### config.mk
export PLATFORM = sky130hd
export DESIGN_NAME = sched_deq_rr_arbiter
export DESIGN_NICKNAME = d
export VERILOG_FILES = /design/src/rtl/sched_deq_rr_arbiter.sv
export SDC_FILE = /design/constraint.sdc
export NUM_CORES = 1
export LEC_CHECK = 0
export ABC_CLOCK_PERIOD_IN_PS = 3100
export CORE_MARGIN = 2
export CORE_UTILIZATION = 49
export DETAILED_ROUTE_END_ITERATION = 8
export GPL_ROUTABILITY_DRIVEN = 0
export GPL_TIMING_DRIVEN = 0
export HOLD_SLACK_MARGIN = 0.12
export PLACE_DENSITY_LB_ADDON = 0.08
export REMOVE_ABC_BUFFERS = 1
export SLEW_MARGIN = 0
export SYNTH_ARGS = -nofsm -noshare
export SYNTH_HDL_FRONTEND = slang
export SYNTH_SLANG_ARGS = --single-unit
### constraint.sdc
create_clock -name clk -period 3.1 [get_ports clk]
set_input_delay 0.62 -clock clk [delete_from_list [all_inputs] [get_ports clk]]
set_output_delay 0.62 -clock clk [all_outputs]
set_load 0.01 [all_outputs]
### src/rtl/sched_deq_rr_arbiter.sv
// Round-robin dequeue arbiter: one outstanding dequeue request shared across
// several PIEO instances, with result hold, timeout and all-ones drop handling.
//
// state | meaning
// IDLE  | no request outstanding; grant the next eligible PIEO
// WAIT  | trigger issued; waiting for the granted PIEO's result
// HOLD  | result offered downstream until accepted
module sched_deq_rr_arbiter #(
  parameter int NUM_PIEO      = 4,
  parameter int ELEMENT_WIDTH = 8,
  parameter int TIMEOUT       = 15,
  localparam int IDX_W        = (NUM_PIEO > 1) ? $clog2(NUM_PIEO) : 1
) (
  input  logic                              clk,
  input  logic                              rst,
  input  logic [NUM_PIEO-1:0]               pieo_ready_for_deq,
  input  logic [NUM_PIEO-1:0]               pieo_empty,
  output logic [NUM_PIEO-1:0]               pieo_deq_trigger_out,
  input  logic [NUM_PIEO-1:0]               deq_valid_in,
  input  logic [NUM_PIEO*ELEMENT_WIDTH-1:0] deq_element_in,
  input  logic                              post_deq_ready,
  output logic                              deq_valid_out,
  output logic [ELEMENT_WIDTH-1:0]          deq_element_out,
  output logic [IDX_W-1:0]                  deq_src_out,
  output logic                              timeout_pulse,
  output logic [15:0]                       drop_count
);

  localparam logic [1:0] ST_IDLE = 2'd0;
  localparam logic [1:0] ST_WAIT = 2'd1;
  localparam logic [1:0] ST_HOLD = 2'd2;

  logic [1:0]               state_q, state_d;
  logic [IDX_W-1:0]         rr_ptr_q, rr_ptr_d;
  logic [IDX_W-1:0]         grant_q, grant_d;
  logic [7:0]               wait_cnt_q, wait_cnt_d;
  logic [ELEMENT_WIDTH-1:0] hold_elem_q, hold_elem_d;
  logic [IDX_W-1:0]         hold_src_q, hold_src_d;
  logic [15:0]              drop_count_q, drop_count_d;
  logic                     timeout_q, timeout_d;

  logic [NUM_PIEO-1:0]      eligible;
  logic [NUM_PIEO-1:0]      trig_vec;
  logic                     pick_valid;
  logic [IDX_W-1:0]         pick_idx;
  logic [IDX_W-1:0]         cand;
  logic [ELEMENT_WIDTH-1:0] grant_elem;

  assign eligible   = pieo_ready_for_deq & ~pieo_empty;
  assign grant_elem = deq_element_in[int'(grant_q)*ELEMENT_WIDTH +: ELEMENT_WIDTH];

  // Scan from rr_ptr upward with wrap; first eligible index wins.
  always_comb begin
    pick_valid = 1'b0;
    pick_idx   = '0;
    cand       = rr_ptr_q;
    for (int i = 0; i < NUM_PIEO; i++) begin
      if (!pick_valid && eligible[cand]) begin
        pick_valid = 1'b1;
        pick_idx   = cand;
      end
      cand = (cand == IDX_W'(NUM_PIEO - 1)) ? '0 : cand + 1'b1;
    end
  end

  always_comb begin
    state_d      = state_q;
    rr_ptr_d     = rr_ptr_q;
    grant_d      = grant_q;
    wait_cnt_d   = wait_cnt_q;
    hold_elem_d  = hold_elem_q;
    hold_src_d   = hold_src_q;
    drop_count_d = drop_count_q;
    timeout_d    = 1'b0;
    trig_vec     = '0;
    case (state_q)
      ST_IDLE: begin
        if (pick_valid) begin
          trig_vec[pick_idx] = 1'b1;
          grant_d            = pick_idx;
          rr_ptr_d           = (pick_idx == IDX_W'(NUM_PIEO - 1)) ? '0 : pick_idx + 1'b1;
          wait_cnt_d         = '0;
          state_d            = ST_WAIT;
        end
      end
      ST_WAIT: begin
        // A result arriving on the timeout cycle still wins.
        if (deq_valid_in[grant_q]) begin
          if (&grant_elem) begin
            if (drop_count_q != 16'hFFFF) drop_count_d = drop_count_q + 16'd1;
            state_d = ST_IDLE;
          end else begin
            hold_elem_d = grant_elem;
            hold_src_d  = grant_q;
            state_d     = ST_HOLD;
          end
        end else begin
          wait_cnt_d = wait_cnt_q + 8'd1;
          if (wait_cnt_q + 8'd1 == 8'(TIMEOUT)) begin
            timeout_d = 1'b1;
            state_d   = ST_IDLE;
          end
        end
      end
      ST_HOLD: begin
        if (post_deq_ready) state_d = ST_IDLE;
      end
      default: state_d = ST_IDLE;
    endcase
  end

  always_ff @(posedge clk) begin
    if (rst) begin
      state_q      <= ST_IDLE;
      rr_ptr_q     <= '0;
      grant_q      <= '0;
      wait_cnt_q   <= '0;
      hold_elem_q  <= '0;
      hold_src_q   <= '0;
      drop_count_q <= '0;
      timeout_q    <= 1'b0;
    end else begin
      state_q      <= state_d;
      rr_ptr_q     <= rr_ptr_d;
      grant_q      <= grant_d;
      wait_cnt_q   <= wait_cnt_d;
      hold_elem_q  <= hold_elem_d;
      hold_src_q   <= hold_src_d;
      drop_count_q <= drop_count_d;
      timeout_q    <= timeout_d;
    end
  end

  // Outputs are forced low while rst is asserted, even before the reset edge.
  assign pieo_deq_trigger_out = rst ? '0 : trig_vec;
  assign deq_valid_out        = ~rst & (state_q == ST_HOLD);
  assign deq_element_out      = deq_valid_out ? hold_elem_q : '0;
  assign deq_src_out          = deq_valid_out ? hold_src_q : '0;
  assign timeout_pulse        = ~rst & timeout_q;
  assign drop_count           = rst ? 16'd0 : drop_count_q;

endmodule

==> metrics.md <==
| Metric | Value |
|---|---|
| Status | `finished clean` |
| Synth cell types | `59` |
| CP required | `2.48 ns` |
| Power Total | `2.27 mW` |
| H-tree Lvls | `2` |
| Placed inst area | `3660 µm²` |
| Sequential share of the synthesized area | `28.1%` |
| Row cnt | `28` |
| DP HPWL | `5240 µm` |
| Port Buffers | `78` |
| Initial Utilization | `49.9%` |
| Antenna viol nets, final | `0` |
| Final worst slack | `0.0518 ns` |
| Syn avg cell area | `8.53 µm²` |
| Syn Inst Count | `342` |
| Commonest cells post-synth | `dfxtp_1, nor2_1, a21oi_1, nor2b_1, clkbuf_1` |
| Vias in the first global route | `2585` |
| Nets | `468` |
| Worst Hold Class | `reg -> reg` |
| CP max stage delay | `0.47 ns` |
| VDD IR max | `445 µV` |
| Die area | `6590 µm²` |
| First-pass GRT wire length | `12500 µm` |
| Clock buffers created by TritonCTS | `5` |
| Synth Warn # | `0` |
| Total GRT Usage | `24.0%` |
| Final worst path period share | `98.3%` |
| Post-Syn Area | `2920 µm²` |
| Hold Violations, Final | `0` |
| Power density over cell area | `572 nW/µm²` |
| Total congestion overflow | `0` |
| Worst-Skew Late Latency | `0.30 ns` |
| Worst-Margin Slew | `1.32 ns` |
| First-pass DRT Iterations | `4` |
| Post-synth ARST share | `0%` |
| Root Driver | `clkbuf_8` |
| Delay-heaviest family, CP | `buffers and inverters` |
| Die height | `81.2 µm` |
| Max Cap Viol | `0` |
| CTS Hold Bufs | `0` |
| Bufs and invs on worst path | `4` |
| DR vias/cell | `5.94` |
| CTS Sinks | `41` |
| DRT Wirelength | `7880 µm` |
| Ys flop type | `dfxtp_1` |
| Relative slew margins | `11.7%` |
| Setup TNS | `0 ns` |
| Layout Cells excl Fill | `489` |
| Slowest-stage cell, CP | `mux4_2` |
| WP data arrival | `2.43 ns` |
| Place WS | `-0.791 ns` |
| Critical Path Fanout Max | `4` |
| Initial antenna violation count | `0` |
| Area leader, netlist | `dfxtp_1` |
| Peak Freq | `328 MHz` |
| Wirelength per Cell | `16.1 µm` |
| Die W | `81.2 µm` |
| Setup Viol. Count Final | `0` |
| Drt drc | `0` |
| Synth top area cells | `dfxtp_1, nor2b_1, mux4_1` |
| Worst-path clk slew | `0.07 ns` |
| Yosys top cell area share | `28.1%` |
| Clock skew | `0.00904 ns` |
| CP Capture Type | `output port` |
| Finished Cell Area | `3960 µm²` |
| Drt initial violations | `206` |
| Post-synth EDFFs | `0` |
| Clk buf depth | `2` |
| Vias | `2906` |
| Share of post-route cells with drive strength above 1 | `16.9%` |
| Final core occ | `67.7%` |
| Core box area | `5850 µm²` |
| Lkg Pwr | `1.50 nW` |
| DP Cell Count | `468` |
| Synth-to-layout area growth | `35.9%` |
| FF+latch count, synth | `41` |
| Element type at the critical path start | `input port` |
| Critical Path, Cell by Cell | `buf_4 -> nand2b_4 -> mux4_2 -> or2_4 -> o211ai_1 -> inv_1 -> buf_6 -> ha_2 -> and3_1 -> buf_2` |
| Max-slew violations | `0` |
| Pin count of the biggest net entering global routing | `55` |
| CTS tree | `built` |
| Final critical-path required period | `3.05 ns` |
| Hold_ws | `0.484 ns` |
| N_diodes | `0` |
| Ports | `79` |
| Critical path class | `in -> out` |
| Count leader, synth | `dfxtp_1` |
## cells by family (layout without fill, tap and decap cells)
kind of cell    count (synthesis)  count (layout)  synth area share, %
fa+ha+maj                       8               8                 3.43
simple gates                  155             155                 30.6
buf+inv                        34             106                 5.11
flops                          41              41                 28.1
mux                            29              29                 15.2
compound gates                 73              73                 16.9
xor+xnor                        2               2                0.601
## per-layer routing
| metal | global-route usage [%] | vias up | part of all wire (%) |
|---|---|---|---|
| met5 | 0 | - | 0 |
| met4 | 7.63 | 0 | 2.1 |
| met3 | 3.67 | 18 | 4.5 |
| met2 | 41.5 | 86 | 51 |
| met1 | 30.5 | 1378 | 43 |
| li1 | - | 1424 | - |
## tightest hold or removal path, delay by kind of cell, from the launching register on
| family | cells | cell delay [ns] |
|---|---|---|
| flip-flops | 1 | 0.31 |
| AO/OA/AOI/OAI | 1 | 0.07 |
| AND/OR/NAND/NOR | 1 | 0.05 |
## cells in the final DEF (no fill, tap or decap), types with 12 or more instances in the layout
cell,n
and2_1,12
nor2_1,23
and3_1,14
clkdlybuf4s50_1,65
buf_4,13
nand4_1,13
nor2b_1,21
a21oi_1,23
dfxtp_1,39
nand2_1,17
o21ai_0,13
## report_power, final
part / internal, mW / leakage [nW] / total (mW) / switching [mW]
combinational: 0.523 / 1.11 / 1.11 / 0.583
clock: 0.263 / 0.0585 / 0.451 / 0.188
sequential: 0.591 / 0.333 / 0.709 / 0.119
## final cells by class
cell class	instances	area [µm²]
multi-input cells	267	2070
fillers	482	1890
repair buffers	91	832
flip-flops and latches	41	828
well taps	75	93.8
clock buffers	7	86.3
clock inverters	1	30.0
inverters	7	26.3
## sequential cells by signal, summed over array words and instances (netlist names)
register      count
wait_cnt_q        8
rr_ptr_q          2
timeout_q         1
hold_elem_q       8
hold_src_q        2
state_q           2
grant_q           2
drop_count_q     16
## what timing repair did
item                                    in CTS  in global routing
setup buffers                               13                  0
gates resized for setup                     63                 16
pin swaps                                    4                  5
endpoints found under the setup margin      15                 14
## worst paths after layout
check | startpoint | endpoint | depth (start not counted) | slack, ns
hold / removal | hold_src_q[0] | hold_src_q[0] | 2 | 0.48
hold reg to reg | hold_src_q[0] | hold_src_q[0] | 2 | 0.48
setup reg to reg | grant_q[0] | hold_elem_q[4] | 5 | 0.30
setup / recovery | pieo_empty[0] | pieo_deq_trigger_out[3] | 10 | 0.05
Note: power is estimated with default switching activity, not from simulation.
